===== config.mk =====
export PLATFORM = sky130hd
export DESIGN_NAME = i2c_slave_flat
export DESIGN_NICKNAME = d
export VERILOG_FILES = /design/src/rtl/i2c_slave_if.sv /design/src/rtl/i2c_slave.sv /design/src/flat_wrapper.sv
export SDC_FILE = /design/constraint.sdc
export NUM_CORES = 1
export LEC_CHECK = 0
export CORE_MARGIN = 1.5
export CORE_UTILIZATION = 50
export DETAILED_ROUTE_END_ITERATION = 16
export GPL_TIMING_DRIVEN = 0
export PLACE_DENSITY_LB_ADDON = 0.05
export SLEW_MARGIN = 40
export SYNTH_ARGS = -nofsm -noshare
export SYNTH_HDL_FRONTEND = slang
export SYNTH_SLANG_ARGS = --single-unit

===== constraint.sdc =====
create_clock -name clk -period 1.91 [get_ports clk]
set_clock_uncertainty 0.1 [all_clocks]
set_input_delay 0.573 -clock clk [delete_from_list [all_inputs] [get_ports clk]]
set_output_delay 0.573 -clock clk [all_outputs]
set_load 0.1 [all_outputs]

===== src/rtl/i2c_slave_if.sv =====
// rtl/i2c_slave_if.sv - I2C target bus pins and local byte-stream signals
interface i2c_slave_if;
  logic       sda;
  logic       sda_out;
  logic       scl;
  logic       scl_out;
  logic [7:0] rx_dat;
  logic       rx_vld;
  logic       rx_nack;
  logic       rx_rdy;
  logic [7:0] tx_dat;
  logic       tx_req;
  logic       tx_vld;
  logic       sel;
  logic       rw;
  logic       sto;

  modport slave (
    input  sda, scl, rx_nack, rx_rdy, tx_dat, tx_vld,
    output sda_out, scl_out, rx_dat, rx_vld, tx_req, sel, rw, sto
  );

  modport master (
    output sda, scl, rx_nack, rx_rdy, tx_dat, tx_vld,
    input  sda_out, scl_out, rx_dat, rx_vld, tx_req, sel, rw, sto
  );
endinterface


===== src/rtl/i2c_slave.sv =====
// rtl/i2c_slave.sv - I2C target controller; clock stretching enabled by I2C_SLAVE_STRETCH_EN
module i2c_slave #(
  parameter logic [6:0] ADDR = 7'h50,
  parameter int         FLT  = 3,
  parameter int         HOLD = 2
) (
  input logic        clk,
  input logic        rst,
  i2c_slave_if.slave bus
);
  localparam int FW = (FLT > 1) ? $clog2(FLT) : 1;
  localparam int HW = $clog2(HOLD + 1);

  typedef enum logic [2:0] {S_IDLE, S_ADDR, S_AACK, S_RX, S_RACK, S_TX, S_TACK, S_IGNR} state_t;

  state_t           state_q, state_d;
  logic [1:0]       s1_q, s1_d, s2_q, s2_d, f_q, f_d, p_q, p_d;
  logic [1:0][FW-1:0] fc_q, fc_d;
  logic [2:0]       cnt_q, cnt_d;
  logic [7:0]       sh_q, sh_d, rx_dat_q, rx_dat_d;
  logic [HW-1:0]    hold_q, hold_d;
  logic ph_q, ph_d, sda_out_q, sda_out_d, pend_q, pend_d;
  logic rx_vld_q, rx_vld_d, tx_req_q, tx_req_d, sel_q, sel_d;
  logic rw_q, rw_d, sto_q, sto_d, nack_q, nack_d, str_q, str_d;
  logic sda_f, scl_f, start, stop, scl_rise, scl_fall;
  logic launch, launch_val, fin9, go_tx, chk, rdy;
  logic [7:0] shift_in;

  // Bit 0 carries SDA, bit 1 carries SCL through synchronizer and glitch filter
  always_comb begin
    s1_d = {bus.scl, bus.sda};
    s2_d = s1_q;
    p_d  = f_q;
    f_d  = f_q;
    fc_d = '0;
    for (int i = 0; i < 2; i++) begin
      if (s2_q[i] != f_q[i]) begin
        if (fc_q[i] == FW'(FLT - 1)) f_d[i] = s2_q[i];
        else                          fc_d[i] = fc_q[i] + FW'(1);
      end
    end
  end

  assign sda_f    = f_q[0];
  assign scl_f    = f_q[1];
  assign start    = scl_f & p_q[1] & p_q[0] & ~sda_f;
  assign stop     = scl_f & p_q[1] & ~p_q[0] & sda_f;
  assign scl_rise = scl_f & ~p_q[1];
  assign scl_fall = ~scl_f & p_q[1];
  assign shift_in = {sh_q[6:0], sda_f};

  always_comb begin
    state_d   = state_q;
    cnt_d     = cnt_q;
    sh_d      = sh_q;
    ph_d      = ph_q;
    sda_out_d = sda_out_q;
    pend_d    = pend_q;
    hold_d    = hold_q;
    rx_dat_d  = rx_dat_q;
    rx_vld_d  = 1'b0;
    tx_req_d  = 1'b0;
    sel_d     = sel_q;
    rw_d      = rw_q;
    sto_d     = 1'b0;
    nack_d    = rx_vld_q ? bus.rx_nack : nack_q;
    str_d     = str_q;
    launch    = 1'b0;
    launch_val = 1'b1;
    fin9      = 1'b0;
    go_tx     = 1'b0;
    chk       = 1'b0;
    case (state_q)
      S_ADDR: if (scl_rise) begin
        sh_d = shift_in;
        if (cnt_q != 3'd0) cnt_d = cnt_q - 3'd1;
        else if (shift_in[7:1] == ADDR && shift_in[7:1] != 7'h00) begin
          state_d = S_AACK;
          rw_d    = shift_in[0];
          ph_d    = 1'b0;
        end else state_d = S_IGNR;
      end
      S_AACK: if (!ph_q) begin
        if (scl_fall) begin
          ph_d = 1'b1; sel_d = 1'b1; launch = 1'b1; launch_val = 1'b0;
        end
      end else begin
        if (scl_rise && rw_q) tx_req_d = 1'b1;
        if (scl_fall) begin fin9 = 1'b1; go_tx = rw_q; chk = rw_q; end
      end
      S_RX: if (str_q) begin
        fin9 = 1'b1; chk = 1'b1;
      end else if (scl_rise) begin
        sh_d = shift_in;
        if (cnt_q != 3'd0) cnt_d = cnt_q - 3'd1;
        else begin
          rx_dat_d = shift_in; rx_vld_d = 1'b1; state_d = S_RACK; ph_d = 1'b0;
        end
      end
      S_RACK: if (scl_fall) begin
        if (!ph_q) begin ph_d = 1'b1; launch = 1'b1; launch_val = nack_q; end
        else begin fin9 = 1'b1; chk = 1'b1; end
      end
      S_TX: if (str_q) begin
        fin9 = 1'b1; go_tx = 1'b1; chk = 1'b1;
      end else if (scl_fall) begin
        launch = 1'b1;
        if (cnt_q != 3'd0) begin
          cnt_d = cnt_q - 3'd1; sh_d = {sh_q[6:0], 1'b0}; launch_val = sh_q[6];
        end else begin
          state_d = S_TACK; ph_d = 1'b0;
        end
      end
      S_TACK: if (scl_rise) begin
        if (!sda_f) begin ph_d = 1'b1; tx_req_d = 1'b1; end
        else begin state_d = S_IGNR; sel_d = 1'b0; end
      end else if (ph_q && scl_fall) begin
        fin9 = 1'b1; go_tx = 1'b1; chk = 1'b1;
      end
      default: ;
    endcase

`ifdef I2C_SLAVE_STRETCH_EN
    rdy = !chk || (go_tx ? bus.tx_vld : bus.rx_rdy);
`else
    rdy = 1'b1;
`endif
    // End of an ACK slot: either start the next byte now or hold SCL low until the local side is ready
    if (fin9) begin
      cnt_d   = 3'd7;
      state_d = go_tx ? S_TX : S_RX;
      ph_d    = 1'b0;
      if (rdy) begin
        str_d = 1'b0; launch = 1'b1;
        launch_val = go_tx ? bus.tx_dat[7] : 1'b1;
        if (go_tx) sh_d = bus.tx_dat;
      end else str_d = 1'b1;
    end

    if (launch) begin
      pend_d = launch_val;
      hold_d = HW'(HOLD);
    end else if (hold_q != '0) begin
      hold_d = hold_q - HW'(1);
      if (hold_q == HW'(1)) sda_out_d = pend_q;
    end

    if (state_q == S_IDLE || state_q == S_IGNR) begin
      sda_out_d = 1'b1; hold_d = '0;
    end
    if (start || stop) begin
      state_d   = start ? S_ADDR : S_IDLE;
      cnt_d     = 3'd7;
      ph_d      = 1'b0;
      sel_d     = 1'b0;
      sto_d     = stop;
      sda_out_d = 1'b1;
      hold_d    = '0;
      str_d     = 1'b0;
      rx_vld_d  = 1'b0;
      rx_dat_d  = rx_dat_q;
      tx_req_d  = 1'b0;
    end
  end

  always_ff @(posedge clk or posedge rst) begin
    if (rst) begin
      state_q <= S_IDLE;  s1_q <= 2'b11; s2_q <= 2'b11; f_q <= 2'b11; p_q <= 2'b11;
      fc_q <= '0; cnt_q <= 3'd7; sh_q <= '0; rx_dat_q <= '0; hold_q <= '0;
      ph_q <= 1'b0; sda_out_q <= 1'b1; pend_q <= 1'b1; rx_vld_q <= 1'b0; tx_req_q <= 1'b0;
      sel_q <= 1'b0; rw_q <= 1'b0; sto_q <= 1'b0; nack_q <= 1'b0; str_q <= 1'b0;
    end else begin
      state_q <= state_d; s1_q <= s1_d; s2_q <= s2_d; f_q <= f_d; p_q <= p_d;
      fc_q <= fc_d; cnt_q <= cnt_d; sh_q <= sh_d; rx_dat_q <= rx_dat_d; hold_q <= hold_d;
      ph_q <= ph_d; sda_out_q <= sda_out_d; pend_q <= pend_d; rx_vld_q <= rx_vld_d; tx_req_q <= tx_req_d;
      sel_q <= sel_d; rw_q <= rw_d; sto_q <= sto_d; nack_q <= nack_d; str_q <= str_d;
    end
  end

`ifndef I2C_SLAVE_STRETCH_EN
  logic unused_in;
  assign unused_in = bus.rx_rdy ^ bus.tx_vld;
`endif

  assign bus.sda_out = sda_out_q;
  assign bus.scl_out = ~str_q;
  assign bus.rx_dat  = rx_dat_q;
  assign bus.rx_vld  = rx_vld_q;
  assign bus.tx_req  = tx_req_q;
  assign bus.sel     = sel_q;
  assign bus.rw      = rw_q;
  assign bus.sto     = sto_q;
endmodule

===== src/flat_wrapper.sv =====
// flat-port wrapper written by rule: the top's interface ports become plain ports
module i2c_slave_flat 
#(
  parameter logic [6:0] ADDR = 7'h50,
  parameter int         FLT  = 3,
  parameter int         HOLD = 2
)
  (clk, rst, bus_sda, bus_scl, bus_rx_nack, bus_rx_rdy, bus_tx_dat, bus_tx_vld, bus_sda_out, bus_scl_out, bus_rx_dat, bus_rx_vld, bus_tx_req, bus_sel, bus_rw, bus_sto);
  i2c_slave_if bus_i ();
  input logic clk;
  input logic rst;
  input wire logic [$bits(bus_i.sda)-1:0] bus_sda;
  input wire logic [$bits(bus_i.scl)-1:0] bus_scl;
  input wire logic [$bits(bus_i.rx_nack)-1:0] bus_rx_nack;
  input wire logic [$bits(bus_i.rx_rdy)-1:0] bus_rx_rdy;
  input wire logic [$bits(bus_i.tx_dat)-1:0] bus_tx_dat;
  input wire logic [$bits(bus_i.tx_vld)-1:0] bus_tx_vld;
  output wire logic [$bits(bus_i.sda_out)-1:0] bus_sda_out;
  output wire logic [$bits(bus_i.scl_out)-1:0] bus_scl_out;
  output wire logic [$bits(bus_i.rx_dat)-1:0] bus_rx_dat;
  output wire logic [$bits(bus_i.rx_vld)-1:0] bus_rx_vld;
  output wire logic [$bits(bus_i.tx_req)-1:0] bus_tx_req;
  output wire logic [$bits(bus_i.sel)-1:0] bus_sel;
  output wire logic [$bits(bus_i.rw)-1:0] bus_rw;
  output wire logic [$bits(bus_i.sto)-1:0] bus_sto;
  assign bus_i.sda = bus_sda;
  assign bus_i.scl = bus_scl;
  assign bus_i.rx_nack = bus_rx_nack;
  assign bus_i.rx_rdy = bus_rx_rdy;
  assign bus_i.tx_dat = bus_tx_dat;
  assign bus_i.tx_vld = bus_tx_vld;
  assign bus_sda_out = bus_i.sda_out;
  assign bus_scl_out = bus_i.scl_out;
  assign bus_rx_dat = bus_i.rx_dat;
  assign bus_rx_vld = bus_i.rx_vld;
  assign bus_tx_req = bus_i.tx_req;
  assign bus_sel = bus_i.sel;
  assign bus_rw = bus_i.rw;
  assign bus_sto = bus_i.sto;
  i2c_slave #(.ADDR(ADDR), .FLT(FLT), .HOLD(HOLD)) u_core (.clk(clk), .rst(rst), .bus(bus_i));
endmodule

; ---- Word level (Yosys, flattened, before mapping)
; Index checks and enable logic that the tools add are counted.
[word_totals]
latchBits = 0
in_bits = 15
regBits = 46
romBits = 0
out_inout_bits = 15
ram_bits = 0
n_memories = 0
word_cells = 204
[op_classes]
n_lt_le_gt_ge = 0
bitwise = 14
n_addsub = 4
multipliers = 0
n_div = 0
reduce_logical = 27
mux = 106
n_shift = 0
n_eq_ne = 31
[ops]
columns = operator, n
row1 = $mux 3, 21
row2 = $mux 1, 60
row3 = $mux 8, 7
row4 = $ne 4x1->1 const B, 7
row5 = $pmux 8 s3, 1
row6 = $reduce_and 11->1, 2
row7 = $mux 2, 8
row8 = $eq 3x3->1 const B, 4
row9 = $ne 4x3->1 const B, 3
row10 = $ne 4x4->1 const B, 3
row11 = $pmux 3 s4, 1
row12 = $reduce_bool 3->1, 4
row13 = $reduce_and 5->1, 2
row14 = $ne 3x1->1 const B, 3
row15 = $pmux 1 s3, 3
row16 = $pmux 3 s3, 1
row17 = $reduce_and 4->1, 2
row18 = $reduce_bool 8->1, 1
row19 = $and 1x1->1, 7
row20 = $eq 7x7->1 const B, 1
row21 = $not 1->1, 7
row22 = $reduce_bool 7->1, 1
row23 = $eq 3x2->1 const B, 2
row24 = $ne 3x3->1 const B, 2
row25 = other kinds (20), 29

; ---- Longest topological paths before layout
; Gate-level depths: netlist of the first run.
[logic_depth]
ltp_word = 10
mapped_depth = 7
mapped_depth_nobuf = 7

; ---- Least setup slack after synthesis of the first run
; No wires, ideal clock.
[synth_timing]
path_type = register to register
start = register u_core.rw_q (netlist: u_core.bus.rw)
end = register u_core.sh_q[3]
period_less_slack_ps = 1904
t_arrival_ps = 1672
stages_incl_launch_ff = 5
setup_ps = 132
path_buffers = 1
setup_slack_ps = 6
t_required_ps = 1678
cell_sequence = dfrtp_1 > nor2_1 > nor3_1 > clkbuf_1 > o21ai_1
[synth_via]
elab_chain_len = 5
[synth_lines]
columns = item, line_no
row1 = start: declaration, i2c_slave.sv:24  ; logic rw_q, rw_d, sto_q, sto_d, nack_q, nack_d, str_q, str_d;
row2 = start signal: assignment, i2c_slave.sv:176  ; sel_q <= sel_d; rw_q <= rw_d; sto_q <= sto_d; nack_q <= nack_d; str_q <= str_d;
row3 = $mux 1, i2c_slave.sv:89  ; if (scl_fall) begin fin9 = 1'b1; go_tx = rw_q; chk = rw_q; end
row4 = $mux 1, i2c_slave.sv:83  ; S_AACK: if (!ph_q) begin
row5 = $pmux 1 s3, i2c_slave.sv:73  ; case (state_q)
row6 = $mux 8, i2c_slave.sv:136  ; if (go_tx) sh_d = bus.tx_dat;
row7 = $mux 8, i2c_slave.sv:129  ; if (fin9) begin
row8 = via u_core.sh_d[3], i2c_slave.sv:20  ; logic [7:0] sh_q, sh_d, rx_dat_q, rx_dat_d;
row9 = end signal: assignment, i2c_slave.sv:169  ; fc_q <= '0; cnt_q <= 3'd7; sh_q <= '0; rx_dat_q <= '0; hold_q <= '0;
row10 = end signal: assignment, i2c_slave.sv:174  ; fc_q <= fc_d; cnt_q <= cnt_d; sh_q <= sh_d; rx_dat_q <= rx_dat_d; hold_q <= hold_d;
row11 = end: declaration, i2c_slave.sv:20
; The timed path passes the listed nets, and every way through them passes these cells.
; A chain may end at the register's enable or synchronous reset.

; ---- Final worst setup path of the first run
[layout_timing]
start = register u_core.f_q[1]
end = register u_core.state_q[2]
[layout_via]
elab_chain_len = 9
word_cells_on_any_way = 34
classes_between = 10 x eq/ne / 12 x mux / 8 x bitwise / 4 x reduce/logical
[layout_lines]
columns = item, line_no
row1 = start: declaration, i2c_slave.sv:17  ; logic [1:0] s1_q, s1_d, s2_q, s2_d, f_q, f_d, p_q, p_d;
row2 = start signal: assignment, i2c_slave.sv:168  ; state_q <= S_IDLE; s1_q <= 2'b11; s2_q <= 2'b11; f_q <= 2'b11; p_q <= 2'b11;
row3 = start signal: assignment, i2c_slave.sv:173  ; state_q <= state_d; s1_q <= s1_d; s2_q <= s2_d; f_q <= f_d; p_q <= p_d;
row4 = branches (longest 9 deep; another with $reduce_and 11->1), --
row5 = end signal: assignment, i2c_slave.sv:168
row6 = end signal: assignment, i2c_slave.sv:173
row7 = end: declaration, i2c_slave.sv:16  ; state_t state_q, state_d;
; Several ways; the timed one is not identified.

==> results_dict.tcl, run 1 <==
set metrics [dict create \
    outcome "finished, violations left" \
    violations "negative setup slack" \
    dieWidth_um 73.14 \
    fin_ws_ns -0.004455 \
    p_sw_share_pct 45.85 \
    diodes 0 \
    crit_arrival_ns 2.00 \
    r2r_start "u_core.f_q[1]" \
    fmax_ghz 0.5223 \
    numCtsBuffers 5 \
    grt_pass1_vias 1831 \
    synth_seq_cells 44 \
    ys_warn_count 0 \
    syn_to_final_growth_pct 25.79 \
    pin_count 30 \
    fin_hold_ws_ns 0.2577 \
    wirelength_um 5491 \
    setup_viol 1 \
    internal_power_w 0.002959 \
    synth-async-reset-ratio_pct 100.0 \
    cts_hold_buffers 0 \
    reg2reg_depth 6 \
    firstDrtPassIters 5 \
    synth_edf_count 0 \
    synth_cell_type_count 59 \
    total_power_w 0.005464 \
    htree_levels 2 \
    viasPerCell 5.736 \
    r2r_end "u_core.state_q[2]" \
    cts.sinks 44 \
    pwr-share-comb_pct 57.8 \
    hold_path.class "flip-flop to flip-flop" \
    tightest_slew_ns 0.5337 \
    drive_gt1_share_pct 37.77 \
    placementRows 25 \
    ant_nets 0 \
    grt_antenna_before_repair 0 \
    power_leakage_nw 1.373 \
    grt_max_degree 45 \
    reg2reg_slack_ns -0.004 \
    critPathRequiredTime_ns 1.99 \
    grt_pass1_wl_um 8838 \
    crit_start "u_core.f_q[1]" \
    vias 1979 \
    drv_slew 0 \
    synth_nets 254 \
    nets 296 \
    clkPwrFrac_pct 12.8 \
    remaining_drc_errors 0 \
    final_cells 345 \
    synth_most_common_cell "dfrtp_1" \
    crit_fanout 10 \
    ys_top_cells_by_area "dfrtp_1 (32%), dfstp_2 (14%), mux2_2 (6.0%)" \
    drv_cap 0 \
    yosys.area.top_type "dfrtp_1" \
    startpoint_type "flip-flop" \
    clk_latency_ns 0.30 \
    min_period_ns 1.914 \
    crit_type "flip-flop to flip-flop" \
    ir_drop_mv 0.8230 \
    power_switching_w 0.002505 \
    root_buffer "clkbuf_8" \
    cts.clk_slew.worst_paths_ns 0.08 \
    coreArea_mm2 0.004723 \
    synthFlopType "dfrtp_1" \
    end_kind "flip-flop" \
    drtIter0Drc 204 \
    fin_crit_sh_pct 100.2 \
    dp_cells 328 \
    seq_power_share_pct 29.3 \
    die_h_um 73.14 \
    synthTopCellsByCount "dfrtp_1 (31), nand2_1 (16), nor2_1 (15)" \
    cts_buffer_depth 2 \
    port_buffers 26 \
    seq_area_frac_synth_pct 45.42 \
    wire_per_inst_um 15.92 \
    finalHoldViolCount 0 \
    synth_cells 235 \
    dieArea_mm2 0.005349 \
    p_per_area_mw_per_mm2 1766 \
    start_util_pct 52.08 \
    slew_headroom_pct 64.42 \
    routabilityCongestion 0.9550 \
    grt_overflow 0 \
    cts_tree "done" \
    mappedNetlistArea_mm2 0.002460 \
    rsz0062_at_grt "yes" \
    hpwl_um 3620 \
    setup.worst_path.end "u_core.state_q[2]" \
    gr-usage-all-layers_pct 21.88 \
    syn_area_per_cell_um2 10.47 \
    synth_top_area_share_pct 31.54 \
]
==> area by class of cell <==
| type | count | area, µm² |
|---|---|---|
| timing repair buffer | 35 | 290.3 |
| tap | 67 | 83.83 |
| buffer | 13 | 95.09 |
| inverter | 9 | 36.28 |
| fill | 376 | 1629 |
| sequential | 44 | 1117 |
| clock buffer | 6 | 72.57 |
| clock inverter | 2 | 35.03 |
| multi-input combinational | 169 | 1364 |
==> worst max-delay path: stages, from the launching register on <==
cell       delay, ns
dfstp_2         0.58
buf_6           0.16
or2b_4          0.19
a22o_1          0.20
a2bb2oi_4       0.09
and2_4          0.15
o32a_1          0.32
==> logic make-up (layout without fill, tap and decap cells) <==
logic type | Yosys count | count (layout) | synth area share [%]
and+or+nand+nor | 80 | 80 | 19.69
AOI/OAI and AO/OA | 59 | 59 | 17.19
DFF | 44 | 44 | 45.42
buffers and inverters | 22 | 65 | 4.934
muxes | 20 | 20 | 8.800
xor gates and xnor gates | 5 | 5 | 1.780
adders and majority gates | 4 | 4 | 2.035
other | 1 | 1 | 0.1524
==> worst min-delay path by stage <==
stage	from	endpoint	cells after the start
6_report	u_core.s1_q[1]	u_core.s2_q[1]	0
5_1_grt	u_core.s1_q[0]	u_core.s2_q[0]	0
4_1_cts	u_core.s1_q[1]	u_core.s2_q[1]	0
3_5_place_dp	u_core.s1_q[1]	u_core.s2_q[1]	0
3_3_place_gp	u_core.s1_q[1]	u_core.s2_q[1]	0
2_1_floorplan	u_core.s1_q[0]	u_core.s2_q[0]	0
==> cell usage in the layout (no fill, tap or decap), types with 2 or more instances in the layout <==
cell type,synthesis,layout
dfrtp_1,31,31
buf_2,4,17
nand2_1,16,16
mux2_2,13,13
nor2_1,15,13
dfstp_2,13,13
clkdlybuf4s50_1,0,12
o21ai_0,12,10
buf_4,3,9
a21oi_1,10,9
nor3_1,9,7
o21ai_1,5,7
mux2i_1,7,7
nor2b_1,8,6
nand3_1,6,6
buf_6,3,5
inv_1,8,5
clkbuf_8,0,5
and3_1,4,4
a211oi_2,3,4
a31oi_1,4,4
xnor2_1,5,4
nor3b_1,4,4
nor3_4,1,3
inv_2,1,3
o32a_1,3,3
o211ai_1,3,3
o31ai_1,4,3
ha_1,4,3
nor2b_4,1,2
nand2b_4,1,2
nor2_4,0,2
clkbuf_1,3,2
buf_12,0,2
==> power by group through the flow <==
stage	Sequential [W]	Combinational [W]	Clock (W)
3_3_place_gp	0.00158	0.00280	0
5_1_grt	0.00165	0.00343	0.000755
6_report	0.00160	0.00316	0.000700
2_1_floorplan	0.00200	0.00182	0
3_5_place_dp	0.00159	0.00275	0
4_1_cts	0.00159	0.00286	0.000718
==> per-stage QoR <==
stage	worst slack (ns)	util (%)	instance area (µm²)	TNS, ns
2_1_floorplan	0.005967	-	2460	0
3_3_place_gp	-0.6830	59.36	2804	-29.91
3_5_place_dp	-0.1782	57.93	2736	-1.351
4_1_cts	-0.0004821	62.86	2969	-0.0004821
5_1_grt	-0.05718	65.51	3094	-0.6497
6_report	-0.004455	65.51	3094	-0.004455
==> flip-flops by register name (all words and copies together), names as in the netlist, 2 cells and up <==
name,count
u_core.cnt_q,3
u_core.bus.rx_dat,8
u_core.f_q,2
u_core.state_q,3
u_core.s1_q,2
u_core.s2_q,2
u_core.sh_q,7
u_core.p_q,2
u_core.hold_q,2
u_core.fc_q,4
==> timing repair <==
| item | CTS | global route |
|---|---|---|
| cloned | 0 | 2 |
| hold endpoints to repair | 0 | 0 |
| buffers inserted | 6 | 1 |
| resized for setup | 14 | 28 |
| setup endpoints to repair | 20 | 26 |
| pin swaps | 3 | 11 |
==> layer usage <==
metal	vias to the layer above	wire, µm	track usage [%]
li1	930	-	-
met1	958	2420	29.73
met2	82	2577	33.84
met3	9	381	4.696
met4	0	112	9.224
met5	-	0	0
No activity file was read; power rests on OpenSTA's default activity.
==> inputs of run 2 (changes only) <==
--- a/config.mk
+++ b/config.mk
@@ -9,6 +9,7 @@
 export CORE_UTILIZATION = 50
 export DETAILED_ROUTE_END_ITERATION = 16
 export GPL_TIMING_DRIVEN = 0
+export MAX_ROUTING_LAYER = met4
 export PLACE_DENSITY_LB_ADDON = 0.05
 export SLEW_MARGIN = 40
 export SYNTH_ARGS = -nofsm -noshare
==> run 2 against run 1 <==
Net effect: the flow now finishes without violations; critical path depth unchanged; setup slack improved by 0.014 ns; power decreased by 0.79%; sequential share of layout area increased by 0.59 points; final cell count increased by 0.29%; global-route usage increased by 0.69 points; clock power increased by 3.6%; combinational power decreased by 2%; via count decreased by 0.96%; critical endpoint unchanged.
==> results_dict.tcl, run 2 (same netlist as run 1, synthesis figures left out) <==
set metrics [dict create \
    hpwl_um 3617 \
    start_util_pct 52.08 \
    slew_headroom_pct 64.11 \
    finalHoldViolCount 0 \
    end_kind "flip-flop" \
    grt_pass1_wl_um 8921 \
    clk_latency_ns 0.31 \
    outcome "finished clean" \
    final_cells 346 \
    dieWidth_um 73.14 \
    placementRows 25 \
    pin_count 30 \
    cts_hold_buffers 0 \
    htree_levels 2 \
    die_h_um 73.14 \
    hold_path.class "flip-flop to flip-flop" \
    nets 297 \
    routabilityCongestion 0.9614 \
    grt_overflow 0 \
    critPathRequiredTime_ns 2.05 \
    drtIter0Drc 149 \
    vias 1960 \
    startpoint_type "flip-flop" \
    drive_gt1_share_pct 36.56 \
    setup_viol 0 \
    remaining_drc_errors 0 \
    dp_cells 328 \
    crit_arrival_ns 2.04 \
    grt_pass1_vias 1842 \
    drv_slew 0 \
    fmax_ghz 0.5262 \
    drv_cap 0 \
    numCtsBuffers 5 \
    final_cell_mix "dfrtp_1 (31), buf_2 (15), nand2_1 (15)" \
    cts_buffer_depth 2 \
    fin_setup_tns_ns 0 \
    power_leakage_nw 1.354 \
    wire_per_inst_um 15.88 \
    use_met2_pct 32.53 \
    root_buffer "clkbuf_8" \
    ir_drop_mv 0.7756 \
    fin_crit_sh_pct 99.50 \
    rsz0062_at_grt "yes" \
    cts_tree "done" \
    min_period_ns 1.900 \
    met3_usage_pct 4.696 \
    largest_reg_flops 8 \
    gr-max-usage-layer "met2" \
    grt_use_met1_pct 31.21 \
    ant_nets 0 \
    coreArea_mm2 0.004723 \
    dieArea_mm2 0.005349 \
    total_power_w 0.005421 \
    crit_fanout 6 \
    firstDrtPassIters 4 \
    grt_max_degree 45 \
    p_per_area_mw_per_mm2 1781 \
    final_common_cell "dfrtp_1" \
    grt_antenna_before_repair 0 \
    gr-usage-all-layers_pct 22.57 \
    wirelength_um 5496 \
    syn_to_final_growth_pct 23.75 \
    crit_type "flip-flop to flip-flop" \
    viasPerCell 5.665 \
    cts.clk_slew.worst_paths_ns 0.09 \
    port_buffers 26 \
    cts.sinks 44 \
    diodes 0 \
    tightest_slew_ns 0.5383 \
]
## run 2: changes by cell type in the layout (fill, tap and decap cells not counted), moves of 2 or more
| cell | change |
|---|---|
| buf_12 | -2 |
| buf_2 | -2 |
| buf_4 | +5 |
| nor3_2 | +2 |
## run 2: power by group
part	total [W]	internal [W]	leakage (nW)	switching, W
clock	0.000725	0.000387	0.0541	0.000338
sequential	0.00158	0.00133	0.539	0.000258
combinational	0.00311	0.00123	0.761	0.00189
total	0.00542	0.00294	1.35	0.00248
## run 2: through the flow
stage | hold slack [ns] | util [%] | setup slack [ns] | cell area, µm²
5_1_grt | 0.2678 | 64.45 | -0.03807 | 3044
4_1_cts | 0.2608 | 62.30 | 0.003595 | 2943
6_report | 0.2597 | 64.45 | 0.009630 | 3044
2_1_floorplan | 0.2452 | - | 0.005967 | 2460
3_5_place_dp | 0.2484 | 57.93 | -0.1406 | 2736
3_3_place_gp | 0.2458 | 59.36 | -0.6939 | 2804
## run 2: area by class of cell
class / count / area (µm²)
multi-input combinational: 169 / 1326
fill: 372 / 1679
clock buffer: 5 / 68.82
sequential: 44 / 1117
buffer: 13 / 97.59
timing repair buffer: 36 / 271.5
tap: 67 / 83.83
clock inverter: 3 / 42.54
inverter: 9 / 36.28
## run 2: repair_timing
| item | CTS | global route |
|---|---|---|
| endpoints found under the setup margin | 20 | 15 |
| setup buffers | 6 | 3 |
| pin swaps | 3 | 12 |
| gates cloned | 0 | 1 |
| resized for setup | 12 | 22 |
| endpoints found under the hold margin | 0 | 0 |
## run 2: worst paths after layout
kind	slack, ns	startpoint	depth (start not counted)	endpoint
worst max-delay path	0.01	u_core.p_q[1]	6	u_core.state_q[2]
worst min-delay path	0.26	u_core.s1_q[1]	0	u_core.s2_q[1]
worst max register to register	0.01	u_core.p_q[1]	6	u_core.state_q[2]
worst min register to register	0.26	u_core.s1_q[1]	0	u_core.s2_q[1]
max in group asynchronous	0.76	rst	2	u_core.cnt_q[1]
min in group asynchronous	0.57	rst	2	u_core.state_q[1]
## run 2: critical path, stage by stage, from the launching register on
cell and delay, ns:
dfstp_2 0.55, buf_6 0.12, or2b_4 0.31, a22o_1 0.20
a2bb2oi_2 0.21, and2_4 0.20, o32a_1 0.15
## run 2: routing by layer
layer | vias to the layer above | wire [µm]
li1 | 929 | -
met1 | 957 | 2513
met2 | 66 | 2544
met3 | 8 | 334
met4 | 0 | 104
met5 | - | 0
==> inputs of run 3 (changes only) <==
--- a/config.mk
+++ b/config.mk
@@ -8,7 +8,7 @@
 export CORE_MARGIN = 1.5
 export CORE_UTILIZATION = 50
 export DETAILED_ROUTE_END_ITERATION = 16
-export GPL_TIMING_DRIVEN = 0
+export GPL_TIMING_DRIVEN = 1
 export MAX_ROUTING_LAYER = met4
 export PLACE_DENSITY_LB_ADDON = 0.05
 export SLEW_MARGIN = 40
==> run 3 against run 2 <==
Net effect: maximum frequency grew 0.19%; global-route usage rose by 0.36 points; clock power is 2% lower; largest power group unchanged.
==> results_dict.tcl, run 3 (same netlist as run 1, synthesis figures left out) <==
set metrics [dict create \
    outcome "finished clean" \
    crit_fanout 8 \
    wire_per_inst_um 15.56 \
    wirelength_um 5494 \
    cts.sinks 44 \
    coreArea_mm2 0.004723 \
    hpwl_um 3927 \
    nFillCells 367 \
    ir_drop_mv 0.8973 \
    finalHoldViolCount 0 \
    dieWidth_um 73.14 \
    min_from "u_core.s1_q[0]" \
    dieArea_mm2 0.005349 \
    startpoint_type "flip-flop" \
    drv_slew 0 \
    grt_max_degree 45 \
    grt_pass1_wl_um 9142 \
    p_per_area_mw_per_mm2 1705 \
    grt_pass1_vias 1940 \
    rsz0062_at_grt "yes" \
    drive_gt1_share_pct 37.06 \
    met3_usage_pct 4.834 \
    post-place-ws_ns -0.02652 \
    setup_viol 0 \
    hold_path.class "flip-flop to flip-flop" \
    use_met2_pct 34.04 \
    diodes 0 \
    min_period_ns 1.897 \
    ant_nets 0 \
    grt_use_met1_pct 31.67 \
    end_kind "flip-flop" \
    port_buffers 26 \
    crit_arrival_ns 1.98 \
    drtIter0Drc 102 \
    cts_hold_buffers 0 \
    pin_count 30 \
    firstDrtPassIters 4 \
    clk_latency_ns 0.29 \
    syn_to_final_growth_pct 36.27 \
    r2r_start "u_core.p_q[1]" \
    holdPathStages 0 \
    final_common_cell "dfrtp_1" \
    numCtsBuffers 5 \
    viasPerCell 5.518 \
    die_h_um 73.14 \
    reg2reg_depth 5 \
    nets 304 \
    largest_reg_flops 8 \
    start_util_pct 52.08 \
    vias 1948 \
    htree_levels 2 \
    cts_tree "done" \
    total_power_w 0.005715 \
    remaining_drc_errors 0 \
    critPathRequiredTime_ns 1.99 \
    gr-usage-all-layers_pct 22.93 \
    cts.clk_slew.worst_paths_ns 0.09 \
    gr-max-usage-layer "met2" \
    fin_crit_sh_pct 99.31 \
    power_leakage_nw 1.449 \
    routabilityCongestion 0.9374 \
    grt_antenna_before_repair 0 \
    root_buffer "clkbuf_8" \
    cts_buffer_depth 2 \
    r2r_end "u_core.state_q[0]" \
    grt_overflow 0 \
    fmax_ghz 0.5272 \
    fin_hold_ws_ns 0.2613 \
    crit_type "flip-flop to flip-flop" \
    placementRows 25 \
    drv_cap 0 \
    final_core_util_pct 70.97 \
    reg2reg_slack_ns 0.01 \
    fin_ws_ns 0.01327 \
    final_cell_mix "dfrtp_1 (30), buf_4 (24), buf_12 (18)" \
    whs_endpoint "u_core.s2_q[0]" \
]
==> run 3: cell types whose count changed in the layout (fill, tap and decap cells not counted), moves of 2 or more <==
cell	delta
mux2_2	-8
buf_4	+10
mux2_4	+8
nor2b_4	-2
clkbuf_4	-2
nor2_2	+2
buf_6	-2
buf_12	+18
nor3_1	+2
buf_2	-15
==> run 3: metrics by stage <==
stage | TNS [ns] | instance area [µm²] | std cells
after floorplan | 0 | 2460 | 235
after global placement | 0 | 3124 | 344
after detailed placement | -0.05705 | 3124 | 344
after CTS | 0 | 3238 | 352
after global routing | -0.3597 | 3352 | 353
final | 0 | 3352 | 353
==> run 3: worst max-delay path: stages, from the launching register on <==
cell and delay (ns):
dfstp_2 0.63, or2b_4 0.34, a22o_1 0.24, a2bb2oi_4 0.20, a31oi_1 0.11, o32a_1 0.18
==> run 3: worst max path at each step <==
| stage | startpoint | end | slack [ns] | cells after the start |
|---|---|---|---|---|
| after floorplan | u_core.bus.rw | u_core.sh_q[3] | 0.006 | 4 |
| after global placement | u_core.cnt_q[0] | u_core.state_q[0] | 0.002 | 7 |
| after detailed placement | u_core.cnt_q[0] | u_core.state_q[2] | -0.03 | 7 |
| after CTS | u_core.cnt_q[1] | u_core.sh_q[5] | 0.001 | 7 |
| after global routing | u_core.p_q[1] | u_core.pend_q | -0.07 | 5 |
| final | u_core.p_q[1] | u_core.state_q[0] | 0.01 | 5 |
==> run 3: timing repair <==
item	4_1_cts	5_1_grt
resized for setup	1	27
setup endpoints to repair	4	23
setup buffers	0	1
pin swaps	0	9
==> run 3: layout make-up <==
| type | count | area [µm²] | share of cell area [%] |
|---|---|---|---|
| multi-input cells | 169 | 1321 | 39.42 |
| flip-flops and latches | 44 | 1119 | 33.37 |
| repair buffers | 56 | 683.2 | 20.38 |
| well taps | 67 | 83.83 | 2.501 |
| clock buffers | 5 | 68.82 | 2.053 |
| clock inverters | 3 | 42.54 | 1.269 |
| inverters | 9 | 33.78 | 1.008 |
==> run 3: where the power goes <==
group / total [W] / switching (W) / internal [W] / leakage, nW
registers: 0.00170 / 0.000368 / 0.00133 / 0.538
logic: 0.00330 / 0.00179 / 0.00152 / 0.857
clock network: 0.000713 / 0.000326 / 0.000387 / 0.0541
total: 0.00572 / 0.00248 / 0.00323 / 1.45
==> run 3: metal layers <==
metal	routed length, µm	share of wire (%)
met5	0	0
met4	83	1.5
met3	260	4.7
met2	2632	48
met1	2517	46
